--- config.mk ---
export PLATFORM = sky130hd
export DESIGN_NAME = char_term_ctrl
export DESIGN_NICKNAME = d
export VERILOG_FILES = /design/src/rtl/char_term_ctrl.sv
export SDC_FILE = /design/constraint.sdc
export NUM_CORES = 1
export LEC_CHECK = 0
export CORE_MARGIN = 1.5
export CORE_UTILIZATION = 50
export DETAILED_ROUTE_END_ITERATION = 7
export PLACE_DENSITY = 0.76
export SETUP_SLACK_MARGIN = 0.1
export SYNTH_ARGS = -nofsm -noshare
export SYNTH_HDL_FRONTEND = slang
export SYNTH_SLANG_ARGS = --single-unit
--- constraint.sdc ---
create_clock -name pclk -period 2.6 [get_ports pclk]
set_clock_uncertainty 0.15 [all_clocks]
set_input_delay 0.65 -clock pclk [delete_from_list [all_inputs] [get_ports pclk]]
set_output_delay 0.65 -clock pclk [all_outputs]
set_load 0.01 [all_outputs]
--- src/rtl/char_term_ctrl.sv ---
// Text-terminal controller: cursor, newline, backspace, scroll and clear
// sequencing for a COLS x ROWS character RAM. Optional macro: CHAR_TERM_CURSOR_BLINK_EN.
//
// Ports:
//   pclk, reset           clock, synchronous active-high reset
//   in_valid/in_char      ASCII input, accepted when in_ready
//   in_ready              high in IDLE while no clear is requested
//   clr_req               level request for full-screen clear
//   vsync                 frame strobe for cursor blink (blink build only)
//   wr_en/row/col/data    registered character RAM write port
//   cur_col/cur_row       cursor position (logical row, 0 = screen top)
//   top_row               physical row shown at screen top
//   busy                  controller is running a multi-cycle fill
//   cursor_on             cursor visible
module char_term_ctrl #(
  parameter int unsigned COLS         = 70,
  parameter int unsigned ROWS         = 30,
  parameter logic [7:0]  BLANK        = 8'h20,
  parameter int unsigned BLINK_FRAMES = 32
) (
  input  logic       pclk,
  input  logic       reset,
  input  logic       in_valid,
  input  logic [7:0] in_char,
  output logic       in_ready,
  input  logic       clr_req,
  input  logic       vsync,
  output logic       wr_en,
  output logic [4:0] wr_row,
  output logic [6:0] wr_col,
  output logic [7:0] wr_data,
  output logic [6:0] cur_col,
  output logic [4:0] cur_row,
  output logic [4:0] top_row,
  output logic       busy,
  output logic       cursor_on
);

  localparam logic [6:0] COLS_V   = 7'(COLS);
  localparam logic [6:0] LAST_COL = 7'(COLS - 1);
  localparam logic [4:0] ROWS_V   = 5'(ROWS);
  localparam logic [4:0] LAST_ROW = 5'(ROWS - 1);

  typedef enum logic [1:0] {
    IDLE,
    CLR_LINE,
    CLR_ALL
  } state_e;

  state_e     state_q, state_d;
  logic [6:0] cur_col_q, cur_col_d;
  logic [4:0] cur_row_q, cur_row_d;
  logic [4:0] top_row_q, top_row_d;
  logic [4:0] fill_row_q, fill_row_d;
  logic [6:0] fill_col_q, fill_col_d;
  logic       wr_en_q, wr_en_d;
  logic [4:0] wr_row_q, wr_row_d;
  logic [6:0] wr_col_q, wr_col_d;
  logic [7:0] wr_data_q, wr_data_d;
  logic       do_nl;
  logic       accept;
  logic       is_print, is_nl, is_bs;

  // Logical row to physical row; operands are both < ROWS.
  function automatic logic [4:0] phys(input logic [4:0] r,
                                      input logic [4:0] top);
    logic [5:0] s;
    s = {1'b0, r} + {1'b0, top};
    if (s >= {1'b0, ROWS_V}) s = s - {1'b0, ROWS_V};
    return s[4:0];
  endfunction

  assign in_ready = (state_q == IDLE) & ~clr_req;
  assign accept   = in_valid & in_ready;
  assign is_print = (in_char >= 8'h20) && (in_char <= 8'h7E);
  assign is_nl    = (in_char == 8'h0A) || (in_char == 8'h0D);
  assign is_bs    = (in_char == 8'h08);

  always_comb begin
    state_d    = state_q;
    cur_col_d  = cur_col_q;
    cur_row_d  = cur_row_q;
    top_row_d  = top_row_q;
    fill_row_d = fill_row_q;
    fill_col_d = fill_col_q;
    wr_en_d    = 1'b0;
    wr_row_d   = wr_row_q;
    wr_col_d   = wr_col_q;
    wr_data_d  = wr_data_q;
    do_nl      = 1'b0;
    unique case (state_q)
      IDLE: begin
        if (clr_req) begin
          state_d    = CLR_ALL;
          fill_row_d = '0;
          fill_col_d = '0;
        end else if (in_valid) begin
          unique case (1'b1)
            is_print: begin
              wr_en_d   = 1'b1;
              wr_row_d  = phys(cur_row_q, top_row_q);
              wr_col_d  = cur_col_q;
              wr_data_d = in_char;
              if (cur_col_q == LAST_COL) do_nl = 1'b1;
              else cur_col_d = cur_col_q + 7'd1;
            end
            is_nl: do_nl = 1'b1;
            is_bs: begin
              if (cur_col_q != 7'd0) begin
                cur_col_d = cur_col_q - 7'd1;
                wr_en_d   = 1'b1;
                wr_row_d  = phys(cur_row_q, top_row_q);
                wr_col_d  = cur_col_q - 7'd1;
                wr_data_d = BLANK;
              end else if (cur_row_q != 5'd0) begin
                cur_row_d = cur_row_q - 5'd1;
                cur_col_d = LAST_COL;
                wr_en_d   = 1'b1;
                wr_row_d  = phys(cur_row_q - 5'd1, top_row_q);
                wr_col_d  = LAST_COL;
                wr_data_d = BLANK;
              end
            end
            default: ;
          endcase
          if (do_nl) begin
            cur_col_d = '0;
            if (cur_row_q != LAST_ROW) begin
              cur_row_d = cur_row_q + 5'd1;
            end else begin
              top_row_d = (top_row_q == LAST_ROW) ? 5'd0
                                                  : top_row_q + 5'd1;
              state_d    = CLR_LINE;
              // New bottom line lands on the old top physical row.
              fill_row_d = top_row_q;
              if (is_print) begin
                // Char write owns the next cycle; fill starts after.
                fill_col_d = '0;
              end else begin
                wr_en_d    = 1'b1;
                wr_row_d   = top_row_q;
                wr_col_d   = '0;
                wr_data_d  = BLANK;
                fill_col_d = 7'd1;
              end
            end
          end
        end
      end
      CLR_LINE: begin
        if (fill_col_q == COLS_V) begin
          state_d = IDLE;
        end else begin
          wr_en_d    = 1'b1;
          wr_row_d   = fill_row_q;
          wr_col_d   = fill_col_q;
          wr_data_d  = BLANK;
          fill_col_d = fill_col_q + 7'd1;
        end
      end
      CLR_ALL: begin
        if (fill_row_q == ROWS_V) begin
          state_d   = IDLE;
          cur_col_d = '0;
          cur_row_d = '0;
          top_row_d = '0;
        end else begin
          wr_en_d   = 1'b1;
          wr_row_d  = fill_row_q;
          wr_col_d  = fill_col_q;
          wr_data_d = BLANK;
          if (fill_col_q == LAST_COL) begin
            fill_col_d = '0;
            fill_row_d = fill_row_q + 5'd1;
          end else begin
            fill_col_d = fill_col_q + 7'd1;
          end
        end
      end
      default: state_d = IDLE;
    endcase
  end

  always_ff @(posedge pclk) begin
    if (reset) begin
      state_q    <= IDLE;
      cur_col_q  <= '0;
      cur_row_q  <= '0;
      top_row_q  <= '0;
      fill_row_q <= '0;
      fill_col_q <= '0;
      wr_en_q    <= 1'b0;
      wr_row_q   <= '0;
      wr_col_q   <= '0;
      wr_data_q  <= '0;
    end else begin
      state_q    <= state_d;
      cur_col_q  <= cur_col_d;
      cur_row_q  <= cur_row_d;
      top_row_q  <= top_row_d;
      fill_row_q <= fill_row_d;
      fill_col_q <= fill_col_d;
      wr_en_q    <= wr_en_d;
      wr_row_q   <= wr_row_d;
      wr_col_q   <= wr_col_d;
      wr_data_q  <= wr_data_d;
    end
  end

  assign wr_en   = wr_en_q;
  assign wr_row  = wr_row_q;
  assign wr_col  = wr_col_q;
  assign wr_data = wr_data_q;
  assign cur_col = cur_col_q;
  assign cur_row = cur_row_q;
  assign top_row = top_row_q;
  assign busy    = (state_q != IDLE);

`ifdef CHAR_TERM_CURSOR_BLINK_EN
  localparam int unsigned BW = $clog2(BLINK_FRAMES + 1);
  localparam logic [BW-1:0] LAST_FRAME = BW'(BLINK_FRAMES - 1);

  logic          vsync_q;
  logic [BW-1:0] blink_cnt_q, blink_cnt_d;
  logic          cursor_on_q, cursor_on_d;
  logic          vs_rise;

  assign vs_rise = vsync & ~vsync_q;

  always_comb begin
    blink_cnt_d = blink_cnt_q;
    cursor_on_d = cursor_on_q;
    if (accept) begin
      blink_cnt_d = '0;
      cursor_on_d = 1'b1;
    end else if (vs_rise) begin
      if (blink_cnt_q == LAST_FRAME) begin
        blink_cnt_d = '0;
        cursor_on_d = ~cursor_on_q;
      end else begin
        blink_cnt_d = blink_cnt_q + 1'b1;
      end
    end
  end

  always_ff @(posedge pclk) begin
    if (reset) begin
      vsync_q     <= 1'b0;
      blink_cnt_q <= '0;
      cursor_on_q <= 1'b1;
    end else begin
      vsync_q     <= vsync;
      blink_cnt_q <= blink_cnt_d;
      cursor_on_q <= cursor_on_d;
    end
  end

  assign cursor_on = cursor_on_q;
`else
  logic [31:0] unused_cfg;
  logic        unused_acc;
  assign unused_cfg = 32'(BLINK_FRAMES) ^ {31'd0, vsync};
  assign unused_acc = accept;
  assign cursor_on  = 1'b1;
`endif

endmodule
==> reports/metrics.cfg <==
[status]
outcome=complete, but fails checks
violations=negative setup slack

[synth]
ys_warn_count=0
synth-async-reset-ratio_pct=0
synth_area_mm2=0.004312
ys_seq_area_share_pct=24.14
yosysTopAreaCell=dfxtp_1
synth_seq_cells=52
syn_inst=571
synth_cell_types=74
ys_top_cells_by_area=dfxtp_1, ha_1, a21oi_1
synth-edff-count=0
yosysMostFrequentCell=dfxtp_1
yosysTopAreaCellShare_pct=24.14
ys.flop_type=dfxtp_1
ys_top_cells_by_count=dfxtp_1, a21oi_1, nand2_1, nor2_1, o21ai_0
syn_area_per_cell_um2=7.551
synth_nets=615

[grt]
antenna_found_initial=0
grt-ovfl-total=0
grt_start_max_net_pins=34
grt_pass1_wl_um=23540
grtUsageTotal_pct=32.73
first_global_vias=4937

[clocking]
cts_tree=yes
clkLatencyLatePin_ns=0.32
numCtsBuffers=5
path_clk_slew_ns=0.11
htree_levels=2
cts-root-buf=clkbuf_8
cts_num_sinks=52
clockBufferDepth=2
ctsHoldBuffers=0

[setup_path]
r2r-end=wr_row[1]$_SDFFE_PP0P_
reg2reg_depth=12
rrSetupSlack_ns=-0.03
crit_path_end_kind=flip-flop
startpoint_type=flip-flop
worstPathMaxFanout=4
max_stage_delay_ns=0.38
critPathKind=flip-flop to flip-flop
crit_slowest_cell=dfxtp_4
reg2reg_from=cur_row[0]$_SDFFE_PP0P_
crit_required_ns=2.68
crit_chain=inv_2 -> ha_4 -> xor2_2 -> ha_4 -> a211oi_2 -> buf_4 -> o211ai_1 -> nor4_4 -> buf_4 -> nor3b_2 -> o221ai_1 -> a311oi_1
critical_path.top_delay_family=compound AO/OA/AOI/OAI gates
cp_num_buf_inv=3
arrival_ns=2.72

[floorplan]
fp.dieH_um=95.86
ios=54
rows=33
die_x_um=95.86
design.core.area_mm2=0.008299
die-area_mm2=0.009189
start_util_pct=51.95

[layout]
seqCellArea_mm2=0.001056
multi_input_comb_area_mm2=0.003352
layout.nets=752
utilization_pct=73.25
n_fill_cell=613
drive_gt1_share_pct=28.91
num_antenna_cells=0
fin_cells=814
area_growth_pct=41.00

[timing]
setup_viol=1
maxClockFrequency_mhz=379.7
rsz0062_at_grt=true
final_hold_viol_count=0
slew_viol_final=0
fin_crit_ns=2.634
setup_ws_ns=-0.03396
final.period_utilization_pct=101.3
relSlewSlack_pct=65.30
worst_pin_slew_ns=0.5135

[min_path]
hold_class=flip-flop to flip-flop
hold_depth=1
min-delay-start=wr_data[7]$_SDFFE_PP0P_
holdPathEnd=wr_data[7]$_SDFFE_PP0P_

[power_and_ir_drop]
vdd_drop_max_v=0.0004699
power_density_mw_per_mm2=820.5
p_leak_uw=0.002390
fin_total_pwr_uw=4988

[placement]
dp.cells=785
post-dp-hpwl_um=10640
gp_congestion=0.9336
portBuffers=51
pre_cts_slack_ns=-0.4300

[drt]
wl_per_cell_um=18.94
viasPerCell=6.412
ant_nets=0
dr_total_vias=5219
drt-initial-drc-count=468
drt_pass1_iterations=6
finalWirelength_um=15420
drc=0

[flow_run]
maxCapViolations=0

layout make-up:
| class | count | share of cell area, % |
|---|---|---|
| clock buffer | 5 | 1.132 |
| clock inverter | 3 | 0.4116 |
| inverter | 24 | 1.482 |
| multi-input combinational | 461 | 55.13 |
| sequential | 52 | 17.37 |
| tap | 105 | 2.161 |
| timing repair buffer | 164 | 22.31 |
cell usage in the layout (no fill, tap or decap), drive strengths merged, types with 12 or more instances in the layout:
| cell type | instances |
|---|---|
| inv | 26 |
| o21ai | 37 |
| buf | 114 |
| clkdlybuf4s50 | 39 |
| and3 | 12 |
| dfxtp | 52 |
| a21oi | 51 |
| a31oi | 13 |
| nor2 | 43 |
| a311oi | 13 |
| o211ai | 14 |
| nand3 | 27 |
| nand4 | 12 |
| ha | 29 |
| nand2 | 43 |
| a211oi | 12 |
| nor3 | 20 |
sequential cells by signal (all words and copies together) (netlist names):
signal      flops
wr_en           1
cur_col         7
wr_data         8
fill_col_q      7
cur_row         5
fill_row_q      5
state_q         2
wr_col          7
top_row         5
wr_row          5
what timing repair did:
action	CTS	global route
pin swaps	28	14
cloned	2	0
hold endpoints to repair	0	0
setup buffers	14	5
resized for setup	57	43
endpoints found under the setup margin	42	33
report_power, final:
group / switching [uW] / internal [uW]
Sequential: 116 / 921
Combinational: 1930 / 1500
Clock: 325 / 198
Total: 2370 / 2620
through the flow:
stage	instance area, um^2	hold WS (ns)	TNS [ns]
finish	6080	0.3437	-0.03396
global route	6080	0.3657	-0.3404
CTS	5926	0.3471	0
detailed placement	5540	0.3262	-15.88
global placement	5540	0.3258	-13.40
floorplan	4330	0.3164	0
metal layers:
metal / up-vias / wire, um / GRT usage (%)
li1: 2452 / - / -
met3: 37 / 1111 / 4.818
met4: 0 / 452 / 12.01
met2: 261 / 7568 / 57.63
met5: - / 0 / 0
met1: 2469 / 6283 / 40.10
cell families (layout without fill, tap and decap cells):
logic type | after synthesis | count (layout) | synth area share (%)
AND/OR/NAND/NOR | 213 | 213 | 26.44
flip-flops | 52 | 52 | 24.14
buffers and inverters | 59 | 196 | 5.513
other | 1 | 1 | 0.08697
XOR/XNOR | 4 | 4 | 0.8125
AO/OA/AOI/OAI | 209 | 210 | 33.17
multiplexers | 2 | 2 | 0.4933
adder cells (fa/ha/maj) | 31 | 31 | 9.344
worst max-delay path by stage:
stage	from	depth (start not counted)	endpoint	slack (ns)
final	cur_row[0]$_SDFFE_PP0P_	12	wr_row[1]$_SDFFE_PP0P_	-0.03
after global routing	cur_row[0]$_SDFFE_PP0P_	12	wr_row[1]$_SDFFE_PP0P_	-0.17
after CTS	cur_row[0]$_SDFFE_PP0P_	11	wr_row[1]$_SDFFE_PP0P_	0.04
after detailed placement	in_char[6]	8	top_row[1]$_SDFFE_PP0P_	-0.43
after global placement	in_char[6]	7	cur_col[2]$_SDFFE_PP0P_	-0.40
after floorplan	cur_row[0]$_SDFFE_PP0P_	10	wr_row[3]$_SDFFE_PP0P_	0.1
Power figures use the tool's default switching activity.
